`src/rtl/if_id_stage_ctrl.sv`:
```
// IF/ID boundary controller: small instruction FIFO feeding decode, load-use bubble
// insertion against EX, redirect flush, and a saturating bubble-cycle counter.
module if_id_stage_ctrl #(
   parameter int XLEN  = 32,
   parameter int DEPTH = 2
) (
   input  logic            clk,
   input  logic            rst_n,
   input  logic            f_valid,
   input  logic [31:0]     f_inst,
   input  logic [XLEN-1:0] f_pc,
   output logic            f_ready,
   output logic            d_valid,
   output logic [31:0]     d_inst,
   output logic [XLEN-1:0] d_pc,
   input  logic            d_ready,
   input  logic            ex_load,
   input  logic [4:0]      ex_rd,
   input  logic            flush,
   output logic            bubble,
   output logic [31:0]     bubble_cnt
);
   localparam int PW = $clog2(DEPTH);
   localparam logic [PW:0]   FULL    = (PW+1)'(DEPTH);
   localparam logic [PW:0]   CNT_ONE = (PW+1)'(1);
   localparam logic [PW-1:0] PTR_ONE = PW'(1);

   logic [31:0]     r_inst [DEPTH];
   logic [XLEN-1:0] r_pc   [DEPTH];
   logic [PW-1:0]   r_rd_ptr;
   logic [PW-1:0]   r_wr_ptr;
   logic [PW:0]     r_count;
   logic [31:0]     r_bubble_cnt;

   logic            w_empty;
   logic [31:0]     w_head_inst;
   logic [6:0]      w_opcode;
   logic            w_uses_rs1;
   logic            w_uses_rs2;
   logic            w_hazard;
   logic            w_push;
   logic            w_pop;

   assign w_empty     = (r_count == '0);
   assign w_head_inst = r_inst[r_rd_ptr];
   assign w_opcode    = w_head_inst[6:0];

   // LUI/AUIPC/JAL carry immediate bits in the rs1 field; only R/S/B read rs2.
   assign w_uses_rs1 = !(w_opcode inside {7'b0110111, 7'b0010111, 7'b1101111});
   assign w_uses_rs2 = w_opcode inside {7'b0110011, 7'b0100011, 7'b1100011};

   assign w_hazard = !w_empty && ex_load && (ex_rd != 5'd0) &&
                     ((w_uses_rs1 && (w_head_inst[19:15] == ex_rd)) ||
                      (w_uses_rs2 && (w_head_inst[24:20] == ex_rd)));

   // f_ready looks at occupancy only, so a pop from full frees the slot a cycle later.
   assign f_ready = rst_n && (r_count != FULL);
   assign w_push  = f_valid && f_ready && !flush;
   assign d_valid = !w_empty && !w_hazard && !flush;
   assign bubble  = !w_empty && w_hazard && !flush;
   assign w_pop   = d_valid && d_ready;

   assign d_inst     = w_empty ? '0 : w_head_inst;
   assign d_pc       = w_empty ? '0 : r_pc[r_rd_ptr];
   assign bubble_cnt = r_bubble_cnt;

   always_ff @(posedge clk or negedge rst_n) begin
      if (!rst_n) begin
         r_rd_ptr <= '0;
         r_wr_ptr <= '0;
         r_count  <= '0;
      end else if (flush) begin
         r_rd_ptr <= r_wr_ptr;
         r_count  <= '0;
      end else begin
         if (w_push) r_wr_ptr <= r_wr_ptr + PTR_ONE;
         if (w_pop)  r_rd_ptr <= r_rd_ptr + PTR_ONE;
         case ({w_push, w_pop})
            2'b10:   r_count <= r_count + CNT_ONE;
            2'b01:   r_count <= r_count - CNT_ONE;
            default: r_count <= r_count;
         endcase
      end
   end

   always_ff @(posedge clk or negedge rst_n) begin
      if (!rst_n) begin
         r_bubble_cnt <= '0;
      end else if (bubble && (r_bubble_cnt != 32'hFFFF_FFFF)) begin
         r_bubble_cnt <= r_bubble_cnt + 32'd1;
      end
   end

   // Payload storage needs no reset: entries are only read while count is non-zero.
   always_ff @(posedge clk) begin
      if (w_push) begin
         r_inst[r_wr_ptr] <= f_inst;
         r_pc[r_wr_ptr]   <= f_pc;
      end
   end

endmodule
```
`config.mk`:
```
export PLATFORM = sky130hd
export DESIGN_NAME = if_id_stage_ctrl
export DESIGN_NICKNAME = d
export VERILOG_FILES = /design/src/rtl/if_id_stage_ctrl.sv
export SDC_FILE = /design/constraint.sdc
export NUM_CORES = 1
export LEC_CHECK = 0
export CORE_MARGIN = 4
export CORE_UTILIZATION = 40
export DETAILED_ROUTE_END_ITERATION = 16
export HOLD_SLACK_MARGIN = 0.05
export MAX_ROUTING_LAYER = met4
export PLACE_DENSITY = 0.67
export SLEW_MARGIN = 20
export SYNTH_ARGS = -nofsm -noshare
export SYNTH_HDL_FRONTEND = slang
export SYNTH_SLANG_ARGS = --single-unit
```
`constraint.sdc`:
```
create_clock -name clk -period 7.9 [get_ports clk]
set_clock_uncertainty 0.1 [all_clocks]
set_input_delay 1.58 -clock clk [delete_from_list [all_inputs] [get_ports clk]]
set_output_delay 1.58 -clock clk [all_outputs]
set_load 0.1 [all_outputs]
```
; ---- Yosys cells after proc, flatten, opt, wreduce, memory -nomap -nowiden
; Memories as Yosys holds them, arrays and structs flattened.
; Index checks and enable logic that the tools add are counted.
[totals]
ff_bits = 36
ram_bits = 128
output_inout_bits = 99
n_memories = 2
[classes]
addsub = 5
n_eq_ne = 12
mux = 8
n_bitwise = 1
reduce_logical = 26
[mem_list]
columns = name, depth, word_bits, read_ports, rd_clocked_by_memory_dff, wr, line_no
row1 = r_inst, 2, 32, 1, 0, 1, 28  ; logic [31:0] r_inst [DEPTH];
row2 = r_pc, 2, 32, 1, 0, 1, 29  ; logic [XLEN-1:0] r_pc [DEPTH];
[op_table]
columns = operator, n
row1 = two-way mux 32 bit, 2
row2 = adder 32 x 1 -> 32 bit (second input constant), 1
row3 = inequality test 32 bit (second input constant), 1
row4 = == test 7 x 6 -> 1 bit (second input constant), 3
row5 = == test 7 bit (second input constant), 2
row6 = logical AND 1 bit, 14
row7 = == test 5 bit, 2
row8 = nonzero test 3 bit, 3
row9 = == test 7 x 5 -> 1 bit (second input constant), 1
row10 = nonzero test 5 bit, 1
row11 = zero test 1 bit, 4
row12 = two-way mux 1 bit, 4
row13 = one-hot mux 2 bit (2 select lines), 1
row14 = adder 1 bit (second input constant), 2
row15 = adder 2 x 1 -> 2 bit (second input constant), 1
row16 = == test 2 x 1 -> 1 bit (second input constant), 1
row17 = == test 2 bit (second input constant), 1
row18 = zero test 2 bit, 1
row19 = two-way mux 2 bit, 1
row20 = inequality test 2 bit (second input constant), 1
row21 = AND reduction 2 bit, 1
row22 = nonzero test 2 bit, 1
row23 = subtractor 2 x 1 -> 2 bit (second input constant), 1
row24 = logical OR 1 bit, 1
row25 = inverter 1 bit, 1

; ---- Longest topological paths before layout
; Gate-level depths: netlist of the first run.
; An unclocked memory read counts as a cell.
[logic_depth]
ltp_word = 14
ltp_mapped = 12
depth_no_buf = 8

; ---- Worst setup path before layout of the first run
; Ideal clock, no wire load.
[synth_path]
path_type = input -> output
from = in ex_rd[1]
to = out d_valid
t_arrival_ns = 4.943
required_time_ns = 6.220
slack_ns = 1.277
cell_stages = 7
cell_sequence = or4_1 > o211ai_1 > nor4_1 > nand4_1 > and2_1 > buf_6 > nor3b_1
[synth_between]
elab_chain_cells = 7
word_cells_on_any_way = 11
classes_between = eq/ne: 2 / reduce/logical: 9
[synth_lines]
columns = item, line_no
row1 = from (decl), 18  ; input logic [4:0] ex_rd,
row2 = == test 5 bit (on tied branches), "53, 54"
row3 = logical AND 1 bit (on tied branches), "53, 54"
row4 = logical OR 1 bit, 53  ; ((w_uses_rs1 && (w_head_inst[19:15] == ex_rd)) ||
row5 = logical AND 1 bit (*), 52  ; assign w_hazard = !w_empty && ex_load && (ex_rd != 5'd0) &&
row6 = zero test 1 bit (*), 59  ; assign d_valid = !w_empty && !w_hazard && !flush;
row7 = logical AND 1 bit (*) (2 in a row), 59
row8 = to (decl), 13  ; output logic d_valid,
; Mark *: on every way between the ends. The rest lies on a longest branch, timed or not.

; ---- Worst setup path after layout of the first run
[layout_path]
from = in ex_rd[1]
to = out bubble
[layout_between]
elab_chain_cells = 6
word_cells_on_any_way = 10
classes_between = eq/ne: 2 / reduce/logical: 8
[layout_lines]
columns = item, line_no
row1 = == test 5 bit (on tied branches), "53, 54"
row2 = logical AND 1 bit (on tied branches), "53, 54"
row3 = logical OR 1 bit, 53
row4 = logical AND 1 bit (*), 52
row5 = logical AND 1 bit (*) (2 in a row), 60  ; assign bubble = !w_empty && w_hazard && !flush;
row6 = to (decl), 20  ; output logic bubble,
; Marked as above.

==> flow_summary.ini, run 1 <==
[status]
status = finished, final reports clean

[logic_synthesis]
syn_area_per_cell_sq_um = 14.66
syn-instance-count = 466
ys_ff_latch = 164
post-synth-top-count-cell = edfxtp_1
synthArstFlopShare_pct = 21.95
synth_area_leaders = edfxtp_1 (56%), dfrtp_1 (13%), mux2i_1 (8.9%)
synth_area_sq_mm = 0.006833
yosysSeqAreaShare_pct = 69.44
synthFlopType = edfxtp_1
synth_nets = 542
synth_top_area_share_pct = 56.25
synth.top_cells.by_count = edfxtp_1 (128), nor2_1 (74), mux2i_1 (61), xnor2_1 (38), dfrtp_1 (36)
ys_types = 40
synthesis.yosys.warnings = 0
yosys.area.top_type = edfxtp_1
synth_edf_count = 128

[power_and_ir_drop]
irDropWorstVdd_uv = 162.6
p_leak_nw = 3.410
powerDensity_mw_per_mm2 = 274.3

[clock_network]
cts_root_buffer = clkbuf_16
cts_buffer_depth = 2
post_cts_buffers = 0
cts_hold_buffers = 0
clock_latency_ns = 0.42
ctsResizeCount = 0
cts_buffers = 17
cts.clk_slew.worst_paths_ns = 0.06
clock-sinks = 164
tritoncts = done
h-tree-depth = 4

[critical_path]
reg2reg_from = r_rd_ptr$_DFFE_PN0P_
r2r_end = bubble_cnt[1]$_DFFE_PN0P_
rr_worst_depth = 8
path_class = in2out
arrival_ns = 4.52
crit_path_end_kind = output port
crit_required_ns = 6.22
worstPathMaxFanout = 7
cp-start-kind = primary input
r2r_slack_ns = 4.46

[final_layout]
nets = 716
post-route-util_pct = 56.36
final_layout_size_suffix_gt1_share_pct = 8.116
area_growth_pct = 37.28

[timing]
post-route-min-period_ns = 6.201
hold_viol = 0
slew_violations = 0
rsz0062_at_grt = false
worst_slew_pin_slew_ns = 1.048
relSlewSlack_pct = 29.89
finalSetupViolations = 0
fin_crit_sh_pct = 78.50
fmax_mhz = 161.3
setup_slack_ns = 1.699
tns_ns = 0

[place]
dp_slack_ns = 1.696
gp_congestion = 0.8228
io_buffers = 173
dpl.hpwl_um = 10520

[global_routing]
grt_max_degree = 65
grt_usage_pct = 16.50
grt_overflow = 0
grt_pass1_vias = 4658
grt_pass1_wl_um = 24140
antenna_found_initial = 1

[detailed_routing]
wl_um = 15610
antenna_left = 0
wl_per_cell_um = 17.84
vias = 4371
drc = 0
drt_iter0_drc = 241
vias_per_cell = 4.995
dr.pass1.iters = 4

[floorplan]
die_h_um = 138.7
die-area_sq_mm = 0.01924
die_w_um = 138.7
start_util_pct = 41.06
core_sq_mm = 0.01664
ioPinCount = 174
fp-row-count = 47

[min_path]
worstHoldPathCells = 1
hp-class = reg2reg
min_from = bubble_cnt[11]$_DFFE_PN0P_
hold_end = bubble_cnt[11]$_DFFE_PN0P_

[job]
maxCapViolations = 0
[how the worst max path moves through the flow]
stage | slack (ns) | end | from | cells past startpoint
2_1_floorplan | 1.28 | d_valid | ex_rd[1] | 7
3_3_place_gp | 1.76 | bubble | ex_rd[1] | 8
3_5_place_dp | 1.70 | bubble | ex_rd[1] | 8
4_1_cts | 1.70 | bubble | ex_rd[1] | 8
5_1_grt | 1.50 | bubble | ex_rd[1] | 8
6_report | 1.70 | bubble | ex_rd[1] | 8
[layer usage]
metal  vias to the layer above  track usage, %  wire [um]
li1                       2059               -          -
met1                      2136           20.10       6629
met2                       161           26.05       7486
met3                        15           6.138       1290
met4                         0           4.686        202
met5                         -               -          0
[layout by cell type, fill, tap and decap left out, types with 3 or more instances in the layout]
master	synthesis	layout
clkdlybuf4s50_1	0	172
edfxtp_1	128	128
nor2_1	74	71
mux2i_1	61	61
xnor2_1	38	38
dfrtp_1	36	35
nand4_1	19	19
clkbuf_16	0	17
and3_1	16	16
nand2_1	10	10
nand3_1	9	9
xor2_1	7	7
buf_4	1	7
inv_1	5	5
inv_6	0	5
nor2_4	0	3
mux2i_2	3	3
nor4_1	3	3
and4_1	3	3
nand3_2	3	3
clkinvlp_4	0	3
[where the power goes]
group	total, W	switching [W]	internal, W
logic	0.000693	0.000471	0.000221
clock network	0.000831	0.000355	0.000476
registers	0.00105	0.0000679	0.000981
[critical path: stages]
cell and delay [ns]:
clkdlybuf4s50_1 0.46, or4_1 0.57, o211ai_1 0.22, nor4_1 0.08
nand4_1 0.14, and2_1 0.42, nor2_1 0.07, clkdlybuf4s50_1 0.98
[cell families after synthesis]
family / share of synthesized area, %
compound gates: 0.9889
xor+xnor: 5.768
fa+ha+maj: 0.1831
buf+inv: 2.216
flops: 69.44
mux: 9.870
simple gates: 11.54
[area by class of cell]
class	count	area (sq um)
Fill cell	1354	7262
Clock buffer	18	429.2
Antenna cell	2	5.005
Tap cell	220	275.3
Timing Repair Buffer	179	1774
Clock inverter	14	166.4
Multi-Input combinational cell	273	1963
Sequential cell	164	4748
Inverter	5	18.77
[state kept, by name (all words and copies together), names as in the netlist]
name and count:
bubble_cnt 32, r_count 2, r_inst 64, r_pc 64, r_rd_ptr 1, r_wr_ptr 1
[stage by stage]
| stage | cell area (sq um) | total power, W | instances | hold slack (ns) |
|---|---|---|---|---|
| 6_report | 9380 | 0.002573 | 875 | 0.3925 |
| 3_3_place_gp | 8780 | 0.001761 | 841 | 0.3776 |
| 3_5_place_dp | 8780 | 0.001769 | 841 | 0.3873 |
| 4_1_cts | 9375 | 0.002601 | 873 | 0.4001 |
| 2_1_floorplan | 6833 | 0.001590 | 466 | 0.3879 |
| 5_1_grt | 9378 | 0.002671 | 874 | 0.4154 |
Note: power is estimated with default switching activity, not from simulation.
==> run 2: changes to the inputs <==
- PLACE_DENSITY: 0.67 -> 0.7
- clock period: 7.9 -> 5.6 ns (I/O delays scaled with it)
==> run 2 against run 1 <==
Net effect: final cell count is 0.11% higher; utilization rose by 0.23 points; largest cell class unchanged; highest routed layer unchanged; sequential power up 41%; setup slack got worse by 0.97 ns; register-to-register slack got worse by 2.2 ns; critical path depth down 1; first-iteration DRC count up 4.1%; critical path type is now reg2out; hold slack improved by 0.0039 ns; via count grew 1.3%; final area up 0.40%; non-clock buffer count up 3.
==> flow_summary.ini, run 2 (synthesis results as in run 1) <==
[detailed_routing]
dr.pass1.iters = 4
wl_per_cell_um = 17.84
wl_um = 15630
drc = 0
antenna_left = 0
drt_iter0_drc = 251
vias_per_cell = 5.053
vias = 4426

[floorplan]
die_h_um = 138.7
core_sq_mm = 0.01664
die-area_sq_mm = 0.01924
die_w_um = 138.7
fp-row-count = 47
ioPinCount = 174
start_util_pct = 41.06

[final_layout]
final_layout_size_suffix_gt1_share_pct = 8.994
area_growth_pct = 37.83
layout_common_cells = clkdlybuf4s50_1 (170), edfxtp_1 (128), nor2_1 (71)
nets = 719
layout_commonest_cell = clkdlybuf4s50_1
regArea_sq_mm = 0.004748
fin_cells = 876
n_antenna_cell = 0
multi_input_area_sq_mm = 0.001968
fillers = 1313
post-route-util_pct = 56.59
fin_area_sq_mm = 0.009418

[critical_path]
crit_path_end_kind = output port
r2r_end = bubble_cnt[1]$_DFFE_PN0P_
critPathCapture = d_valid
path_class = reg2out
r2r_slack_ns = 2.23
worstPathMaxFanout = 46
rr_worst_depth = 8
reg2reg_from = r_rd_ptr$_DFFE_PN0P_
crit_required_ns = 4.38
cp-startpoint = r_rd_ptr$_DFFE_PN0P_
arrival_ns = 3.65
cp-start-kind = register

[clock_network]
h-tree-depth = 4
clock_latency_ns = 0.42
ctsResizeCount = 0
tritoncts = done
cts.clk_slew.worst_paths_ns = 0.06
cts_buffers = 17
cts_buffer_depth = 2
cts_root_buffer = clkbuf_16
post_cts_buffers = 0
clock-sinks = 164
cts_hold_buffers = 0

[place]
gp_congestion = 0.8693
io_buffers = 173
dpl.hpwl_um = 10960
place_inst = 844
placed_area_sq_mm = 0.008815

[timing]
finalSetupViolations = 0
fmax_mhz = 205.3
fin_crit_sh_pct = 86.99
relSlewSlack_pct = 30.54
slew_violations = 0
post-route-min-period_ns = 4.872
worst_slew_pin_slew_ns = 1.039
tns_ns = 0
hold_viol = 0
rsz0062_at_grt = false

[job]
maxCapViolations = 0

[power_and_ir_drop]
irDropWorstVdd_uv = 251.5
finalPower_w = 0.003652
p_leak_nw = 3.436
powerDensity_mw_per_mm2 = 387.8

[global_routing]
grt_usage_pct = 16.81
antenna_found_initial = 0
grt_pass1_wl_um = 24790
grt_max_degree = 47
grt_overflow = 0
grt_pass1_vias = 4694

[status]
status = finished, final reports clean

[min_path]
hp-class = reg2reg
## run 2: changes by cell type in the layout (fill, tap and decap cells not counted), moves of 2 or more
cell             change
clkdlybuf4s50_1      -2
inv_8                -2
clkinv_4             -2
clkinv_2             +2
buf_4                +4
diode_2              -2
## run 2: worst min path at each step
| stage | startpoint | to | slack (ns) | cells past startpoint |
|---|---|---|---|---|
| after floorplan | r_wr_ptr$_DFFE_PN0P_ | r_wr_ptr$_DFFE_PN0P_ | 0.39 | 1 |
| after global placement | bubble_cnt[20]$_DFFE_PN0P_ | bubble_cnt[20]$_DFFE_PN0P_ | 0.38 | 1 |
| after detailed placement | bubble_cnt[11]$_DFFE_PN0P_ | bubble_cnt[11]$_DFFE_PN0P_ | 0.39 | 1 |
| after CTS | bubble_cnt[11]$_DFFE_PN0P_ | bubble_cnt[11]$_DFFE_PN0P_ | 0.40 | 1 |
| after global routing | bubble_cnt[20]$_DFFE_PN0P_ | bubble_cnt[20]$_DFFE_PN0P_ | 0.41 | 1 |
| final | bubble_cnt[11]$_DFFE_PN0P_ | bubble_cnt[11]$_DFFE_PN0P_ | 0.40 | 1 |
## run 2: metrics by stage
| stage | setup slack [ns] | hold WS (ns) |
|---|---|---|
| after floorplan | 0.1563 | 0.3879 |
| final | 0.7283 | 0.3964 |
| after detailed placement | 0.8389 | 0.3917 |
| after CTS | 0.6514 | 0.4017 |
| after global placement | 0.9132 | 0.3769 |
| after global routing | 0.5331 | 0.4109 |
## run 2: power breakdown
| group | switching [W] | internal, W |
|---|---|---|
| registers | 0.0000951 | 0.00138 |
| clock network | 0.000481 | 0.000705 |
| logic | 0.000671 | 0.000317 |
| total | 0.00125 | 0.00241 |
## run 2: layer usage
| layer | vias to the layer above | part of all wire, % | global-route usage [%] | wire, um |
|---|---|---|---|---|
| met3 | 14 | 7.4 | 5.931 | 1160 |
| met1 | 2177 | 43 | 21.24 | 6772 |
| met5 | - | 0 | - | 0 |
| li1 | 2063 | - | - | - |
| met4 | 0 | 1.2 | 4.531 | 180 |
| met2 | 172 | 48 | 26.03 | 7520 |
## run 2: critical path, cell delays in order (launching register included)
cell	delay, ns
dfrtp_4	0.95
mux2_1	0.40
or4_1	0.48
a211o_1	0.30
nand4_1	0.13
and2_1	0.42
nor3b_2	0.33
buf_12	0.21
## run 2: cell type report
cell class | count | area share (%)
tap | 220 | 2.923
inverter | 5 | 0.1993
timing repair buffer | 182 | 19.16
clock buffer | 17 | 4.517
clock inverter | 15 | 1.887
sequential | 164 | 50.42
multi-input combinational | 273 | 20.90
